===== src/rtl/div_job_queue.sv =====
// Wishbone job queue for the serial divider: a job FIFO feeds a one-job-in-flight
// dispatch FSM, and quotient/remainder pairs return through a result FIFO.
module div_job_queue #(
  parameter int WBW   = 32,
  parameter int XLEN  = 32,
  parameter int DEPTH = 4
) (
  input  logic               clk_i,
  input  logic               reset_ni,
  input  logic               wbs_cyc_i,
  input  logic               wbs_stb_i,
  input  logic               wbs_we_i,
  input  logic [WBW/8-1:0]   wbs_sel_i,
  input  logic [WBW-1:0]     wbs_adr_i,
  input  logic [WBW-1:0]     wbs_dat_i,
  output logic               wbs_ack_o,
  output logic [WBW-1:0]     wbs_dat_o,
  output logic               div_start_o,
  output logic [XLEN-1:0]    div_dividend_o,
  output logic [XLEN-1:0]    div_divisor_o,
  input  logic               div_done_i,
  input  logic [XLEN-1:0]    div_quotient_i,
  input  logic [XLEN-1:0]    div_remainder_i,
  output logic               irq_o
);

  localparam int AW = (DEPTH > 1) ? $clog2(DEPTH) : 1;
  localparam int CW = AW + 1;

  typedef enum logic [1:0] {ST_IDLE, ST_ISSUE, ST_WAIT} state_t;

  state_t             state_q, state_d;
  logic               ack_q, ack_d;
  logic [WBW-1:0]     dat_q, dat_d;
  logic               start_q, start_d;
  logic [XLEN-1:0]    dvd_q, dvd_d, dvs_q, dvs_d;
  logic [XLEN-1:0]    stage_q, stage_d;
  logic               ovf_q, ovf_d, unf_q, unf_d;

  logic [XLEN-1:0]    job_dvd_q [DEPTH];
  logic [XLEN-1:0]    job_dvd_d [DEPTH];
  logic [XLEN-1:0]    job_dvs_q [DEPTH];
  logic [XLEN-1:0]    job_dvs_d [DEPTH];
  logic [AW-1:0]      job_wp_q, job_wp_d, job_rp_q, job_rp_d;
  logic [CW-1:0]      job_cnt_q, job_cnt_d;

  logic [XLEN-1:0]    res_quo_q [DEPTH];
  logic [XLEN-1:0]    res_quo_d [DEPTH];
  logic [XLEN-1:0]    res_rem_q [DEPTH];
  logic [XLEN-1:0]    res_rem_d [DEPTH];
  logic [AW-1:0]      res_wp_q, res_wp_d, res_rp_q, res_rp_d;
  logic [CW-1:0]      res_cnt_q, res_cnt_d;

  logic               wb_go;
  logic [2:0]         wb_off;
  logic               job_full, job_empty, res_full, res_empty;
  logic               job_push, job_pop, res_push, res_pop;
  logic [WBW-1:0]     status;
  logic               unused_ok;

  assign wb_go     = wbs_cyc_i & wbs_stb_i & ~ack_q;
  assign wb_off    = wbs_adr_i[4:2];
  assign job_full  = (job_cnt_q == CW'(DEPTH));
  assign job_empty = (job_cnt_q == '0);
  assign res_full  = (res_cnt_q == CW'(DEPTH));
  assign res_empty = (res_cnt_q == '0);
  assign unused_ok = ^{wbs_sel_i, wbs_adr_i, wbs_dat_i};

  always_comb begin
    status           = '0;
    status[0]        = job_full;
    status[1]        = job_empty;
    status[2]        = res_full;
    status[3]        = res_empty;
    status[4]        = (state_q != ST_IDLE);
    status[5]        = ovf_q;
    status[6]        = unf_q;
    status[8 +: CW]  = job_cnt_q;
    status[16 +: CW] = res_cnt_q;
  end

  always_comb begin
    state_d   = state_q;
    ack_d     = 1'b0;
    dat_d     = dat_q;
    start_d   = 1'b0;
    dvd_d     = dvd_q;
    dvs_d     = dvs_q;
    stage_d   = stage_q;
    ovf_d     = ovf_q;
    unf_d     = unf_q;
    job_dvd_d = job_dvd_q;
    job_dvs_d = job_dvs_q;
    job_wp_d  = job_wp_q;
    job_rp_d  = job_rp_q;
    job_cnt_d = job_cnt_q;
    res_quo_d = res_quo_q;
    res_rem_d = res_rem_q;
    res_wp_d  = res_wp_q;
    res_rp_d  = res_rp_q;
    res_cnt_d = res_cnt_q;
    job_push  = 1'b0;
    job_pop   = 1'b0;
    res_push  = 1'b0;
    res_pop   = 1'b0;

    // Register access: side effects and read data land on the edge that raises ack.
    if (wb_go) begin
      ack_d = 1'b1;
      dat_d = '0;
      case (wb_off)
        3'd0: begin
          if (wbs_we_i) stage_d = wbs_dat_i[XLEN-1:0];
          else          dat_d[XLEN-1:0] = stage_q;
        end
        3'd1: begin
          if (wbs_we_i) begin
            if (job_full) ovf_d = 1'b1;
            else          job_push = 1'b1;
          end
        end
        3'd2: begin
          if (!wbs_we_i && !res_empty) dat_d[XLEN-1:0] = res_quo_q[res_rp_q];
        end
        3'd3: begin
          if (!wbs_we_i) begin
            if (res_empty) unf_d = 1'b1;
            else begin
              dat_d[XLEN-1:0] = res_rem_q[res_rp_q];
              res_pop = 1'b1;
            end
          end
        end
        3'd4: begin
          if (wbs_we_i) begin
            if (wbs_dat_i[5]) ovf_d = 1'b0;
            if (wbs_dat_i[6]) unf_d = 1'b0;
          end else begin
            dat_d = status;
          end
        end
        default: dat_d = '0;
      endcase
    end

    // Dispatch only when a result slot is free, so the WAIT push can never overflow.
    case (state_q)
      ST_IDLE: begin
        if (!job_empty && !res_full) begin
          state_d = ST_ISSUE;
          start_d = 1'b1;
          dvd_d   = job_dvd_q[job_rp_q];
          dvs_d   = job_dvs_q[job_rp_q];
        end
      end
      ST_ISSUE: begin
        job_pop = 1'b1;
        state_d = ST_WAIT;
      end
      ST_WAIT: begin
        if (div_done_i) begin
          res_push = 1'b1;
          state_d  = ST_IDLE;
        end
      end
      default: state_d = ST_IDLE;
    endcase

    if (job_push) begin
      job_dvd_d[job_wp_q] = stage_q;
      job_dvs_d[job_wp_q] = wbs_dat_i[XLEN-1:0];
      job_wp_d            = job_wp_q + AW'(1);
    end
    if (job_pop) job_rp_d = job_rp_q + AW'(1);
    if (job_push && !job_pop)      job_cnt_d = job_cnt_q + CW'(1);
    else if (!job_push && job_pop) job_cnt_d = job_cnt_q - CW'(1);

    if (res_push) begin
      res_quo_d[res_wp_q] = div_quotient_i;
      res_rem_d[res_wp_q] = div_remainder_i;
      res_wp_d            = res_wp_q + AW'(1);
    end
    if (res_pop) res_rp_d = res_rp_q + AW'(1);
    if (res_push && !res_pop)      res_cnt_d = res_cnt_q + CW'(1);
    else if (!res_push && res_pop) res_cnt_d = res_cnt_q - CW'(1);
  end

  always_ff @(posedge clk_i or negedge reset_ni) begin
    if (!reset_ni) begin
      state_q   <= ST_IDLE;
      ack_q     <= 1'b0;
      dat_q     <= '0;
      start_q   <= 1'b0;
      dvd_q     <= '0;
      dvs_q     <= '0;
      stage_q   <= '0;
      ovf_q     <= 1'b0;
      unf_q     <= 1'b0;
      job_wp_q  <= '0;
      job_rp_q  <= '0;
      job_cnt_q <= '0;
      res_wp_q  <= '0;
      res_rp_q  <= '0;
      res_cnt_q <= '0;
      for (int i = 0; i < DEPTH; i++) begin
        job_dvd_q[i] <= '0;
        job_dvs_q[i] <= '0;
        res_quo_q[i] <= '0;
        res_rem_q[i] <= '0;
      end
    end else begin
      state_q   <= state_d;
      ack_q     <= ack_d;
      dat_q     <= dat_d;
      start_q   <= start_d;
      dvd_q     <= dvd_d;
      dvs_q     <= dvs_d;
      stage_q   <= stage_d;
      ovf_q     <= ovf_d;
      unf_q     <= unf_d;
      job_wp_q  <= job_wp_d;
      job_rp_q  <= job_rp_d;
      job_cnt_q <= job_cnt_d;
      res_wp_q  <= res_wp_d;
      res_rp_q  <= res_rp_d;
      res_cnt_q <= res_cnt_d;
      job_dvd_q <= job_dvd_d;
      job_dvs_q <= job_dvs_d;
      res_quo_q <= res_quo_d;
      res_rem_q <= res_rem_d;
    end
  end

  assign wbs_ack_o      = ack_q;
  assign wbs_dat_o      = dat_q;
  assign div_start_o    = start_q;
  assign div_dividend_o = dvd_q;
  assign div_divisor_o  = dvs_q;
  assign irq_o          = !res_empty;

endmodule


===== config.mk =====
export PLATFORM = sky130hd
export DESIGN_NAME = div_job_queue
export DESIGN_NICKNAME = d
export VERILOG_FILES = /design/src/rtl/div_job_queue.sv
export SDC_FILE = /design/constraint.sdc
export NUM_CORES = 1
export LEC_CHECK = 0
export ABC_AREA = 1
export BUFFER_PORTS_ARGS = -buffer_cell sky130_fd_sc_hd__buf_2
export CORE_AREA = 3 3 251 253
export CTS_CLUSTER_DIAMETER = 60
export DETAILED_ROUTE_END_ITERATION = 16
export DIE_AREA = 0 0 254 256
export GPL_ROUTABILITY_DRIVEN = 0
export GPL_TIMING_DRIVEN = 0
export HOLD_SLACK_MARGIN = 0.02
export PLACE_DENSITY = 0.74
export SLEW_MARGIN = 20
export SYNTH_ARGS = -nofsm -noshare
export SYNTH_HDL_FRONTEND = slang
export SYNTH_SLANG_ARGS = --single-unit
export TNS_END_PERCENT = 5

===== constraint.sdc =====
create_clock -name clk_i -period 3.63 [get_ports clk_i]
set_clock_uncertainty 0.1 [all_clocks]
set_input_delay 0.363 -clock clk_i [delete_from_list [all_inputs] [get_ports clk_i]]
set_output_delay 0.363 -clock clk_i [all_outputs]
set_load 0.03 [all_outputs]

* Word-level counts from Yosys, hierarchy flattened
Index checks and enable logic that the tools add are counted.
** Storage, ports and cells
- Register bits after elaboration :: 660
- Word-level logic and storage cells :: 156
- Output and inout port bits :: 99
- Input bits :: 138
** Operators by class
- Bitwise operators :: 7
- $lt $le $gt $ge :: 6
- Equal/unequal tests :: 17
- Reductions and logical operators :: 30
- Muxes and demuxes :: 57
- Add/subtract/negate cells :: 8
** Operators by type and width (count)
- bitwise mux 128 bit :: 4
- 2-to-1 mux 32 bit :: 14
- binary-select mux 32 bit (select 2 bit) :: 4
- demux 32 bit (select 2 bit) :: 2
- case mux 32 bit (4 select lines) :: 1
- 2-to-1 mux 1 bit :: 22
- 2-to-1 mux 19 bit :: 1
- inequality test 2 bit (second input constant) :: 9
- greater-or-equal comparator 3 bit (second input constant) :: 4
- 2-to-1 mux 3 bit :: 4
- NOT 2 -> 3 bit :: 4
- AND reduction 6 bit :: 2
- nonzero test 2 bit :: 5
- == test 3 bit (second input constant) :: 3
- zero test 3 bit :: 3
- adder 2 x 1 -> 2 bit (second input constant) :: 4
- logical AND 1 bit :: 8
- zero test 1 bit :: 8
- adder 3 x 1 -> 3 bit (second input constant) :: 2
- == test 3 x 2 -> 1 bit (second input constant) :: 2
- less-than comparator 3 x 1 -> 1 bit (second input constant) :: 2
- case mux 2 bit (3 select lines) :: 1
- subtractor 3 x 1 -> 3 bit (second input constant) :: 2
- 2-to-1 mux 2 bit :: 2
- other kinds (9) :: 12

* Longest topological paths before layout
- Depth after elaboration :: 9
- Mapped depth :: 11
- Mapped depth without buffers :: 11

* Least setup slack after synthesis
Ideal clock, no wire load.
- Path kind :: register -> register
- From :: reg res_cnt_q[0]
- To :: reg res_cnt_q[1]
- Period minus slack after synthesis :: 2.371 ns
- Path slack :: 1.259 ns
- Data required time :: 3.405 ns
- Stages on the path, launching flop included :: 10
- Arrival :: 2.146 ns
- Setup time :: 0.125 ns
- Path buffers :: 0
- Cells stage by stage :: dfrtp_1 > nor2_1 > nand2_1 > nand2_1 > nor2_1 > nand2_1 > ha_1 > inv_1 > fa_1 > mux2_2
** On the way
- Word-level cells in the longest chain between the ends :: 8
- Elaborated cells on any way between the ends :: 13
- Those cells by class :: 2 x add/sub; 6 x mux; 5 x reduce/logical
** Ends and longest elaborated chain
- start: declaration :: line 52 : logic [CW-1:0] res_cnt_q, res_cnt_d;
- start signal: assignment :: line 226 : res_cnt_q <= res_cnt_d;
- zero test 3 bit :: line 66 : assign res_empty = (res_cnt_q == '0);
- 2-to-1 mux 1 bit :: line 127 : if (res_empty) unf_d = 1'b1;
- 2-to-1 mux 1 bit :: line 126 : if (!wbs_we_i) begin
- 2-to-1 mux 1 bit :: line 111 : case (wb_off)
- 2-to-1 mux 1 bit :: line 108 : if (wb_go) begin
- zero test 1 bit :: line 184 : if (res_push && !res_pop) res_cnt_d = res_cnt_q + CW'(1);
- logical AND 1 bit :: line 184
- 2-to-1 mux 3 bit (*) :: line 184
- named net res_cnt_d[1] :: line 52
Mark *: on every way through the listed nets, which the timed path passes. The rest lies on a longest branch. The select of a mux whose other input is x is not followed.
A chain may end at the register's enable or synchronous reset.

* Worst setup path in the final report
- From :: reg ack_q (netlist: wbs_ack_o)
- To :: reg job_cnt_q[2]
** On the way
- Word-level cells in the longest chain between the ends :: 6
- Elaborated cells on any way between the ends :: 8
- Those cells by class :: 2 x mux; 2 x bitwise; 4 x reduce/logical
** Ends and longest elaborated chain
- start: declaration :: line 33 : logic ack_q, ack_d;
- start signal: assignment :: line 213 : ack_q <= ack_d;
- NOT 1 bit (*) :: line 61 : assign wb_go = wbs_cyc_i & wbs_stb_i & ~ack_q;
- bitwise AND 1 bit (*) :: line 61
- 2-to-1 mux 1 bit (*) :: line 108
- named net job_push :: line 57 : logic job_push, job_pop, res_push, res_pop;
- zero test 1 bit :: line 176 : else if (!job_push && job_pop) job_cnt_d = job_cnt_q - CW'(1);
- logical AND 1 bit :: line 176
- nonzero test 2 bit (no line)
- end signal: assignment :: line 223 : job_cnt_q <= job_cnt_d;
- end: declaration :: line 45 : logic [CW-1:0] job_cnt_q, job_cnt_d;
Mark *: on every way through the listed nets, which the timed path passes. The rest lies on a longest branch.

==> flow_summary.ini <==
[timing]
final.min_clock_period_ns = 3.13
slew-limit-headroom_pct = 25.2
setup_viol = 0
whs_ns = 0.0466
fin_crit_sh_pct = 86.3
rsz0062_at_grt = no
finalMaxSlewViolations = 0
worst_pin_slew_ns = 1.12
fmax_mhz = 319
finalHoldViolCount = 0
setup_ws_ns = 0.498

[min_path]
hp-class = input port to flip-flop
hold_end = res_rem_q[58]
holdCritStartpoint = div_remainder_i[26]
whs_path_depth = 3

[finish]
layout_common_cells = 1342 x nand2_1, 793 x o21ai_0, 660 x dfrtp_1
syn2layout_area_growth_pct = 17.8
post-route-util_pct = 58.6
mostFrequentLayoutCell = nand2_1
final_cell_count_no_fill = 5176
drive_gt1_share_pct = 8.49
layout.nets = 4484

[logic_synthesis]
ys_warn_count = 0
yosysUniqueCellTypes = 23
async_flop_share_pct = 100
synthAdderAreaFrac_pct = 0.542
synthesis.area_um2 = 30500
synth_top_area_share_pct = 54.2
ys_top_cells_by_area = dfrtp_1 54%, nand2_1 17%, o21ai_0 13%
syn_inst = 3955
ys_seq_area_share_pct = 54.2
ys_ff_latch = 660
synthFlopType = dfrtp_1
synthMuxAreaShare_pct = 0.0370
synth-compound-area-share_pct = 14.4
synthSimpleGateAreaFrac_pct = 20.9
avgSynthCellArea_um2 = 7.71
synth_nets = 4105
synth-edff-count = 0
synth_top_family_by_area = simple AND/OR/NAND/NOR gates
yosys.area.top_type = dfrtp_1
synth-xor-area-share_pct = 0.287

[setup_path]
crit_family = simple AND/OR/NAND/NOR gates
critPathMaxStageDelay_ns = 0.49
cp_max_fo = 10
crit_type = flip-flop to flip-flop
r2r-start = wbs_ack_o
endpoint_kind = flip-flop
crit_required_ns = 4.01
r2r_setup_slack_ns = 0.50
arrival_ns = 3.51
r2r-end = job_cnt_q[2]
path_cells = nor2_1, nand4_2, buf_2, inv_1, ha_1, inv_1, fa_1, a21oi_1, o21ai_0, xor2_1
path_common_cell = inv_1
worstRegToRegCells = 10
worst_path_max_delay_cell = nor2_1
cp_num_buf_inv = 3
cp-start-kind = flip-flop

[routing]
ant_nets = 0
wl_um = 95100
wire_per_inst_um = 18.4
first_iter_violations = 2634
drc = 0
via_per_inst = 5.30
firstDrtPassIters = 6
vias = 27400

[power_and_ir_drop]
peakVddDrop_mv = 0.506
p_leak_nw = 19.1
p_per_area_nw_per_um2 = 791

[global_route]
grt.total_usage_pct = 29.3
grt_pass1_vias = 26700
grt_pass1_wl_um = 148000
grt_start_max_net_pins = 103
overflow = 0
antenna_found_initial = 4

[place]
pre_cts_slack_ns = 0.552
dp_hpwl_um = 66900
port_buffers = 202
dp.cells = 4954

[run_status]
outcome = complete, no violations

[clock_network]
htree_num_levels = 3
ctsResizeCount = 0
clock_latency_ns = 0.62
clock_tree.buffer_depth = 3
clk_pin_slew_ns = 0.06
cts_root_buf = clkbuf_16
cts-buffers-inserted = 71
clock_sinks = 660
cts_tree = yes

[die]
dieHeight_um = 256
initial_core_util_pct = 49.8
boundaryPins = 237
dieArea_um2 = 65000
die_w_um = 254
core_area_um2 = 61300
rows = 91

[job]
cap_violations = 0
==> repair_timing <==
item / in CTS / in global routing
hold buffers: 97 / 0
setup buffers: 0 / 0
hold endpoints to repair: 456 / 0
==> routing by layer <==
metal  share of wire (%)  up-vias  track usage, %
met5               0.012        -               0
met4                 4.9        2            14.0
met3                 9.4      263            5.72
met2                  46     1249            46.4
met1                  40    12800            38.9
li1                    -    13100               -
==> registers in the layout, summed over array words and instances, names as in the netlist, 2 cells and up <==
name            flops
div_divisor_o      32
wbs_dat_o          32
res_quo_q         128
job_dvs_q         128
res_wp_q            2
job_rp_q            2
state_q             2
job_dvd_q         128
res_cnt_q           3
res_rp_q            2
stage_q            32
job_wp_q            2
res_rem_q         128
job_cnt_q           3
div_dividend_o     32
==> how the worst max path moves through the flow <==
stage | cells past startpoint | to | slack [ns] | from
floorplan | 9 | res_cnt_q[1] | 1.26 | res_cnt_q[0]
global placement | 1 | res_quo_q[124] | -11.73 | reset_ni
detailed placement | 12 | job_cnt_q[2] | 0.55 | wbs_cyc_i
CTS | 10 | job_cnt_q[2] | 0.62 | wbs_ack_o
global route | 10 | job_cnt_q[2] | 0.34 | wbs_ack_o
finish | 10 | job_cnt_q[2] | 0.50 | wbs_ack_o
==> stage by stage <==
stage | setup TNS, ns | instance area, um2 | power, mW
after floorplan | 0 | 30500 | 17.4
after global placement | -7687.24 | 32500 | 20.8
after detailed placement | 0 | 32700 | 21.1
after CTS | 0 | 35900 | 28.3
after global routing | 0 | 35900 | 30.3
final | 0 | 35900 | 28.4
==> logic make-up after synthesis <==
logic type / count (synthesis)
xor+xnor: 10
compound gates: 874
fa+ha+maj: 12
simple gates: 1634
flops: 660
buf+inv: 764
mux: 1
==> where the power goes <==
group / total, mW / internal (mW) / leakage, nW / switching, mW
clock: 7.09 / 4.09 / 1.11 / 3.00
combinational: 10.5 / 3.11 / 9.65 / 7.41
sequential: 10.8 / 9.53 / 8.38 / 1.27
total: 28.4 / 16.7 / 19.1 / 11.7
==> tightest hold or removal path, stage by stage <==
cell	delay [ns]
buf_2	0.07
inv_1	0.11
o21ai_0	0.18
==> synth_stat cells, drive strengths merged, types with 4 or more instances <==
master and count:
buf 74, xor2 8, nand4 4, nand2 1342, clkbuf 179, inv 511
o21ai 802, nor2 114, ha 10, nand3 171, a21oi 69, dfrtp 660
==> cell type report <==
| cell class | count | area, um2 |
|---|---|---|
| timing repair buffer | 306 | 2180 |
| sequential | 660 | 16500 |
| buffer | 253 | 1010 |
| multi-input combinational | 2531 | 11000 |
| clock buffer | 99 | 2010 |
| clock inverter | 23 | 229 |
| antenna | 3 | 7.51 |
| inverter | 511 | 1920 |
| fill | 5525 | 25400 |
| tap | 790 | 988 |
(Power assumes the default switching activity.)
